$ cat config.mk
export PLATFORM = sky130hd
export DESIGN_NAME = sprite_rom_arbiter
export DESIGN_NICKNAME = d
export VERILOG_FILES = /design/src/rtl/sprite_rom_arbiter.sv
export SDC_FILE = /design/constraint.sdc
export NUM_CORES = 1
export LEC_CHECK = 0
export CORE_MARGIN = 2
export CORE_UTILIZATION = 30
export DETAILED_ROUTE_END_ITERATION = 12
export PLACE_DENSITY_LB_ADDON = 0.25
export RECOVER_POWER = 50
export SETUP_SLACK_MARGIN = 0.4
export SYNTH_ARGS = -nofsm -noshare
export SYNTH_HDL_FRONTEND = slang
export SYNTH_SLANG_ARGS = --single-unit
$ cat constraint.sdc
create_clock -name clk -period 2.15 [get_ports clk]
set_clock_uncertainty 0.2 [all_clocks]
set_input_delay 0.43 -clock clk [delete_from_list [all_inputs] [get_ports clk]]
set_output_delay 0.43 -clock clk [all_outputs]
set_load 0.1 [all_outputs]
$ cat src/rtl/sprite_rom_arbiter.sv
// Shares one sprite block-ROM read port among NUM_REQ layers: latch all requests per pixel,
// issue them in slot order, capture the returning colours and publish them together with done.

module sprite_rom_arbiter_lane #(
  parameter int                DATA_W      = 16,
  parameter logic [DATA_W-1:0] TRANSPARENT = 16'hFFFF
) (
  input  logic              clk,
  input  logic              rst,
  input  logic              cap_en,
  input  logic              cap_vld,
  input  logic              commit,
  input  logic [DATA_W-1:0] rom_data,
  output logic [DATA_W-1:0] rsp_data,
  output logic              rsp_hit
);
  logic [DATA_W-1:0] word;
  logic [DATA_W-1:0] work_q, work_d, rsp_q, rsp_d;
  logic              hitw_q, hitw_d, hit_q, hit_d;

  // The commit reads work_d, so the slot captured on the commit edge is written through.
  always_comb begin
    word   = cap_vld ? rom_data : TRANSPARENT;
    work_d = work_q;
    hitw_d = hitw_q;
    rsp_d  = rsp_q;
    hit_d  = hit_q;
    if (cap_en) begin
      work_d = word;
      hitw_d = cap_vld;
    end
    if (commit) begin
      rsp_d = work_d;
      hit_d = hitw_d;
    end
  end

  always_ff @(posedge clk) begin
    if (rst) begin
      work_q <= TRANSPARENT;
      hitw_q <= 1'b0;
      rsp_q  <= TRANSPARENT;
      hit_q  <= 1'b0;
    end else begin
      work_q <= work_d;
      hitw_q <= hitw_d;
      rsp_q  <= rsp_d;
      hit_q  <= hit_d;
    end
  end

  assign rsp_data = rsp_q;
  assign rsp_hit  = hit_q;
endmodule

module sprite_rom_arbiter #(
  parameter int                NUM_REQ     = 4,
  parameter int                ADDR_W      = 19,
  parameter int                DATA_W      = 16,
  parameter int                ROM_LAT     = 1,
  parameter logic [DATA_W-1:0] TRANSPARENT = 16'hFFFF
) (
  input  logic                      clk,
  input  logic                      rst,
  input  logic                      pix_tick,
  input  logic [NUM_REQ-1:0]        req_valid,
  input  logic [NUM_REQ*ADDR_W-1:0] req_addr,
  output logic                      rom_en,
  output logic [ADDR_W-1:0]         rom_addr,
  input  logic [DATA_W-1:0]         rom_data,
  output logic [NUM_REQ*DATA_W-1:0] rsp_data,
  output logic [NUM_REQ-1:0]        rsp_hit,
  output logic                      done,
  output logic                      overrun
);
  localparam int                IDX_W = $clog2(NUM_REQ);
  localparam logic [IDX_W-1:0]  LAST  = IDX_W'(NUM_REQ - 1);

  typedef enum logic { IDLE, ISSUE } state_t;

  typedef struct packed {
    logic             act;
    logic [IDX_W-1:0] idx;
    logic             vld;
    logic             last;
  } iss_t;

  logic [NUM_REQ-1:0][ADDR_W-1:0] req_addr_a;
  logic [NUM_REQ-1:0][DATA_W-1:0] rsp_data_a;

  state_t                         state_q, state_d;
  logic [IDX_W-1:0]               slot_q, slot_d;
  logic [NUM_REQ-1:0]             sh_vld_q, sh_vld_d;
  logic [NUM_REQ-1:0][ADDR_W-1:0] sh_addr_q, sh_addr_d;
  logic                           overrun_q, overrun_d;
  logic                           done_q, done_d;
  iss_t [ROM_LAT-1:0]             dl_q, dl_d;
  iss_t                           iss, cap;
  logic                           commit;

  assign req_addr_a = req_addr;

  always_comb begin
    state_d   = state_q;
    slot_d    = slot_q;
    sh_vld_d  = sh_vld_q;
    sh_addr_d = sh_addr_q;
    overrun_d = overrun_q;
    rom_en    = 1'b0;
    rom_addr  = '0;
    iss       = '0;
    unique case (state_q)
      IDLE: begin
        if (pix_tick) begin
          sh_vld_d  = req_valid;
          sh_addr_d = req_addr_a;
          slot_d    = '0;
          state_d   = ISSUE;
        end
      end
      ISSUE: begin
        rom_en   = sh_vld_q[slot_q];
        rom_addr = sh_vld_q[slot_q] ? sh_addr_q[slot_q] : '0;
        iss.act  = 1'b1;
        iss.idx  = slot_q;
        iss.vld  = sh_vld_q[slot_q];
        iss.last = (slot_q == LAST);
        if (slot_q != LAST) begin
          slot_d = slot_q + 1'b1;
          // Mid-sequence ticks are dropped; the shadow set stays intact.
          if (pix_tick) overrun_d = 1'b1;
        end else if (pix_tick) begin
          sh_vld_d  = req_valid;
          sh_addr_d = req_addr_a;
          slot_d    = '0;
        end else begin
          state_d = IDLE;
        end
      end
      default: state_d = IDLE;
    endcase
  end

  // Issue tags ride alongside the ROM so each returning word knows its slot.
  always_comb begin
    dl_d    = dl_q;
    dl_d[0] = iss;
    for (int j = 1; j < ROM_LAT; j++) dl_d[j] = dl_q[j-1];
    cap    = dl_q[ROM_LAT-1];
    commit = cap.act & cap.last;
    done_d = commit;
  end

  always_ff @(posedge clk) begin
    if (rst) begin
      state_q   <= IDLE;
      slot_q    <= '0;
      sh_vld_q  <= '0;
      sh_addr_q <= '0;
      overrun_q <= 1'b0;
      done_q    <= 1'b0;
      dl_q      <= '0;
    end else begin
      state_q   <= state_d;
      slot_q    <= slot_d;
      sh_vld_q  <= sh_vld_d;
      sh_addr_q <= sh_addr_d;
      overrun_q <= overrun_d;
      done_q    <= done_d;
      dl_q      <= dl_d;
    end
  end

  for (genvar g = 0; g < NUM_REQ; g++) begin : g_lane
    sprite_rom_arbiter_lane #(
      .DATA_W      (DATA_W),
      .TRANSPARENT (TRANSPARENT)
    ) u_lane (
      .clk      (clk),
      .rst      (rst),
      .cap_en   (cap.act && (cap.idx == IDX_W'(g))),
      .cap_vld  (cap.vld),
      .commit   (commit),
      .rom_data (rom_data),
      .rsp_data (rsp_data_a[g]),
      .rsp_hit  (rsp_hit[g])
    );
  end

  assign rsp_data = rsp_data_a;
  assign done     = done_q;
  assign overrun  = overrun_q;
endmodule

==> results.tsv, run 1 <==
metric	value	unit
synth_nets	1022	
worst-setup-path-type	register to output pin	
grt_overflow	0	
num_rows	63	
dp.cells	1432	
power.density	711.2	nW/µm²
cts.sinks	226	
crit_path_start_kind	register	
drive_gt1_share	37.77	%
core_area	29480	µm²
grt_use_met3	3.941	%
synth_area_leaders	dfxtp_1, a21oi_1, o21ai_0	
grt_pass1_vias	7322	
wirelength	27490	µm
fin_cells	1518	
drtAntennaViolNets	0	
area_delta_synth_final	61.48	%
violations	negative setup slack	
worst_slew_pin_slew	0.7049	ns
numCtsBuffers	26	
drt_iter0_markers	398	
crit_fanout	18	
dieArea	31160	µm²
layout_setup_ws	-0.5164	ns
arrival	2.04	ns
status	complete, but fails checks	
final_util	48.91	%
slew_headroom	53.01	%
drc	0	
nets	1209	
synth.avg_cell_area	9.696	µm²
num_vias	7360	
ctsHoldBuffers	0	
worstPathRequired	1.52	ns
ioPinCount	189	
grt_max_degree	65	
cts-root-buf	clkbuf_16	
fmax	375.0	MHz
clockBufferDepth	3	
drv_slew	0	
initial_core_util	30.29	%
tritoncts	done	
critPathCaptureType	output pin	
clkLatencyLatePin	0.52	ns
leakage	5.116	nW
gr-usage-met2	29.56	%
final_common_cell	dfxtp_1	
hold_viol	0	
period_needed	2.666	ns
min_path_type	primary input to register	
drv_cap	0	
routed_via_density	4.848	
tns	-14.48	ns
portBuffers	188	
final_cell_mix	dfxtp_1, a21oi_1, buf_12	
wl_per_cell	18.11	µm
fp.dieH	176.5	µm
antenna_found_initial	1	
globalplace.congestion	0.7503	
grt_pass1_wl	42160	µm
hpwl	16350	µm
firstDrtPassIters	4	
synthDistinctLibCells	30	
netlist_area	8930	µm²
num_antenna_cells	0	
use_met1	21.74	%
yosys.area.top_type_share	50.67	%
yosysTopAreaCell	dfxtp_1	
die_w	176.5	µm
busiest_layer	met2	
cts.clk_slew.worst_paths	0.06	ns
setup_violations	97	
yosysSeqAreaShare	50.67	%
ys_ff_latch	226	
grt_use_total	17.07	%
syn_inst	921	
rsz0062_at_grt	yes	
ir_drop	0.4674	mV
fin_crit_sh	124.0	%
htreeDepth	1	
ys.warnings.count	0	
## metrics by stage
stage	instance area, µm²	worst slack [ns]	hold slack (ns)	total power, mW
after CTS	14080	-0.5655	0.1331	10.33
after global routing	14420	-0.5756	0.1635	10.65
after detailed placement	11690	-0.02732	0.2531	5.194
final	14420	-0.5164	0.1549	10.26
after floorplan	8992	-0.04007	0.2364	4.833
after global placement	11690	-0.02523	0.2480	5.186
## worst max-delay path, cell delays in order, from the launching register on
cell     delay, ns
dfxtp_4       0.40
mux4_2        0.57
buf_12        0.19
and3_4        0.19
buf_12        0.16
## flip-flops by register name (all words and copies together), names as in the netlist
| register | cells |
|---|---|
| sh_vld_q | 4 |
| done | 1 |
| state_q | 1 |
| g_lane.u_lane.hitw_q | 4 |
| g_lane.u_lane.rsp_data | 64 |
| cap | 5 |
| g_lane.u_lane.work_q | 64 |
| sh_addr_q | 76 |
| slot_q | 2 |
| g_lane.u_lane.rsp_hit | 4 |
| overrun | 1 |
## where the power goes
group / internal, mW / switching (mW)
combinational: 0.612 / 0.527
clock: 2.98 / 1.79
sequential: 4.28 / 0.0710
total: 7.87 / 2.39
## cell usage after synthesis
cell type and number:
and3b_1 2, clkbuf_2 1, clkbuf_1 62, nand2_1 3
buf_1 8, a211oi_2 2, inv_2 1, mux4_2 12
dfxtp_1 226, a211oi_1 2, inv_1 1, nor2_1 10
nand2b_1 83, buf_2 10, and3_1 20, o21ai_0 138
nor2b_1 3, nor3b_2 1, buf_6 8, ha_1 2
mux2i_1 68, nand3_1 82, buf_8 2, buf_12 3
mux4_4 1, o21ai_1 6, a21oi_1 148, buf_4 4
mux4_1 7, and2_1 5
## per-layer routing
layer	wire length (µm)	share of wire [%]
met5	14	0.051
met4	358	1.3
met3	1713	6.2
met2	13560	49
met1	11840	43
## cell type report
class | count | area [µm²]
Clock inverter | 12 | 168.9
Multi-Input combinational cell | 595 | 4496
Tap cell | 390 | 488.0
Sequential cell | 226 | 4601
Clock buffer | 36 | 769.5
Inverter | 2 | 7.507
Fill cell | 2681 | 15060
Timing Repair Buffer | 257 | 3890
## cell families (layout without fill, tap and decap cells)
kind of cell             count (synthesis)  after routing  share of synthesized area [%]
AO/OA/AOI/OAI                          296            296                          16.81
adder cells (fa/ha/maj)                  2              2                         0.2802
buffers and inverters                  100            307                          5.997
flip-flops                             226            226                          50.67
multiplexers                            88             88                          12.99
AND/OR/NAND/NOR                        209            209                          13.25
## final timing paths
kind / startpoint / endpoint / slack, ns / cells past startpoint
min reg2reg: sh_addr_q[65] / sh_addr_q[65] / 0.25 / 2
max: slot_q[0] / rom_addr[11] / -0.52 / 4
max reg2reg: slot_q[0] / sh_addr_q[0] / -0.11 / 14
min: rst / g_lane[1].u_lane.hitw_q / 0.15 / 2
## repair_timing
action | in CTS | in global routing
pin swaps | 79 | 15
gates cloned | 13 | 0
endpoints found under the setup margin | 171 | 154
setup buffers | 20 | 5
resized for setup | 329 | 104
endpoints found under the hold margin | 0 | 0
Power figures use the tool's default switching activity.
==> inputs of run 2 (changes only) <==
--- a/config.mk
+++ b/config.mk
@@ -7,6 +7,7 @@
 export LEC_CHECK = 0
 export CORE_MARGIN = 2
 export CORE_UTILIZATION = 30
+export CTS_BUF_LIST = sky130_fd_sc_hd__clkbuf_8
 export DETAILED_ROUTE_END_ITERATION = 12
 export PLACE_DENSITY_LB_ADDON = 0.25
 export RECOVER_POWER = 50
==> run 2 against run 1 <==
Compared with the run above:
- the flow still finishes with violations (negative setup slack)
- via count up 1.9%
- critical path type unchanged
- maximum frequency down 0.97%
- register-to-register slack worse by 0.03 ns
- sequential power about the same
- largest cell class is now multi-input combinational cells
- non-clock buffer count up 6
==> results.tsv, run 2 (synthesized netlist as in run 1, its figures left out) <==
metric	value	unit	change
status	complete, but fails checks		
violations	negative setup slack		
grt_overflow	0		unchanged
crit_path_start_kind	register		
clockBufferDepth	3		unchanged
drtAntennaViolNets	0		unchanged
drive_gt1_share	43.04	%	+5.3 points
fin_crit_sh	125.2	%	+1.2 points
nets	1230		+1.7%
final_util	50.06	%	+1.1 points
final_cell_mix	dfxtp_1, a21oi_1, buf_12		
ctsHoldBuffers	0		unchanged
wl_per_cell	18.41	µm	+1.7%
hpwl	16350	µm	unchanged
fin_cells	1547		+1.9%
core_area	29480	µm²	unchanged
largest_register	sh_addr_q		
drv_cap	0		unchanged
layout_setup_ws	-0.5425	ns	-0.02612 ns
numCtsBuffers	41		+58%
reg2reg_to	sh_vld_q[2]		
cts.sinks	226		unchanged
routed_via_density	4.849		about the same
worst_slew_pin_slew	0.7013	ns	-0.003559 ns
ir_drop	0.3326	mV	-29%
portBuffers	188		unchanged
dp.cells	1432		unchanged
drt_iter0_markers	386		-3.0%
slew_headroom	53.25	%	+0.24 points
grt_use_met3	4.866	%	+0.93 points
worstReg2RegStart	slot_q[0]		
use_met1	21.82	%	+0.075 points
area_delta_synth_final	65.25	%	
worstPathRequired	1.52	ns	about the same
clkLatencyLatePin	0.53	ns	about the same
fillers	2629		-1.9%
fp.dieH	176.5	µm	unchanged
crit_fanout	18		unchanged
htreeDepth	2		+1
num_antenna_cells	0		unchanged
worstHoldStart	rst		
worst-setup-path-type	register to output pin		
wirelength	28490	µm	+3.6%
grt_pass1_vias	7704		+5.2%
num_vias	7502		+1.9%
grt_use_total	17.86	%	+0.79 points
grt_pass1_wl	43720	µm	+3.7%
initial_core_util	30.29	%	unchanged
die_w	176.5	µm	unchanged
period_needed	2.692	ns	+0.02612 ns
rsz0062_at_grt	yes		
setup_violations	96		-1.0%
globalplace.congestion	0.7503		unchanged
r2r_setup_slack	-0.14	ns	-0.03 ns
antenna_found_initial	1		unchanged
cts.clk_slew.worst_paths	0.06	ns	about the same
cts-root-buf	clkbuf_8		
critPathCaptureType	output pin		
firstDrtPassIters	4		unchanged
min_path_type	primary input to register		
drv_slew	0		unchanged
gr-usage-met2	31.15	%	+1.6 points
hold_path_depth	2		unchanged
hold_viol	0		unchanged
worstRegToRegCells	13		-1
pre_cts_ws	-0.02732	ns	unchanged
multi_input_area	4743	µm²	+5.5%
min_to	g_lane[1].u_lane.hitw_q		
power.density	655.0	nW/µm²	-7.9%
arrival	2.06	ns	+0.02 ns
fmax	371.4	MHz	-0.97%
ioPinCount	189		unchanged
final-seq-area	4631	µm²	+0.65%
largest_reg_flops	76		unchanged
drc	0		unchanged
num_rows	63		unchanged
leakage	5.262	nW	+2.9%
grt_max_degree	65		unchanged
tritoncts	done		
busiest_layer	met2		
fin_hold_ws	0.1495	ns	-0.005414 ns
final_common_cell	dfxtp_1		
dieArea	31160	µm²	unchanged
tns	-14.74	ns	-0.2648 ns
[run 2: cell type report]
class                           instances  share of cell area (%)
Multi-Input combinational cell        595                   32.14
Sequential cell                       226                   31.38
Timing Repair Buffer                  263                   27.46
Clock buffer                           56                   5.223
Tap cell                              390                   3.307
Clock inverter                         15                  0.4324
Inverter                                2                 0.05087
[run 2: per-stage QoR]
step / total power [mW] / cell area (µm²)
final: 9.666 / 14760
after global routing: 10.07 / 14760
after CTS: 9.719 / 14480
after detailed placement: 5.194 / 11690
after global placement: 5.186 / 11690
after floorplan: 4.833 / 8992
[run 2: report_power, final]
part	switching (mW)	total, mW	internal (mW)
Sequential	0.0739	4.35	4.28
Clock	1.77	4.07	2.30
Combinational	0.576	1.24	0.666
[run 2: repair_timing]
action / CTS / global route
setup endpoints to repair: 183 / 113
resized for setup: 438 / 69
setup buffers: 20 / 4
cloned: 18 / 2
pin swaps: 101 / 24
[run 2: worst max-delay path: stages (launching register included)]
cell and delay, ns:
dfxtp_4 0.40, mux4_2 0.57, buf_12 0.19, and3_4 0.19, buf_12 0.16
[run 2: worst max path at each step]
stage | from | endpoint
after floorplan | slot_q[0] | rom_en
after global placement | slot_q[0] | rom_addr[15]
after detailed placement | slot_q[0] | rom_addr[15]
after CTS | slot_q[0] | rom_addr[0]
after global routing | slot_q[0] | rom_addr[6]
final | slot_q[0] | rom_addr[11]
[run 2: metal layers]
metal / vias to the layer above / routed length [µm]
met5: - / 13
met4: 2 / 507
met3: 43 / 1809
met2: 225 / 14080
met1: 3525 / 12070
li1: 3707 / -
==> inputs of run 3 (changes only) <==
--- a/config.mk
+++ b/config.mk
@@ -8,6 +8,7 @@
 export CORE_MARGIN = 2
 export CORE_UTILIZATION = 30
 export CTS_BUF_LIST = sky130_fd_sc_hd__clkbuf_8
+export CTS_CLUSTER_SIZE = 28
 export DETAILED_ROUTE_END_ITERATION = 12
 export PLACE_DENSITY_LB_ADDON = 0.25
 export RECOVER_POWER = 50
==> results of run 3 <==
The final DEF is identical to that of run 2; final timing and power are the same.
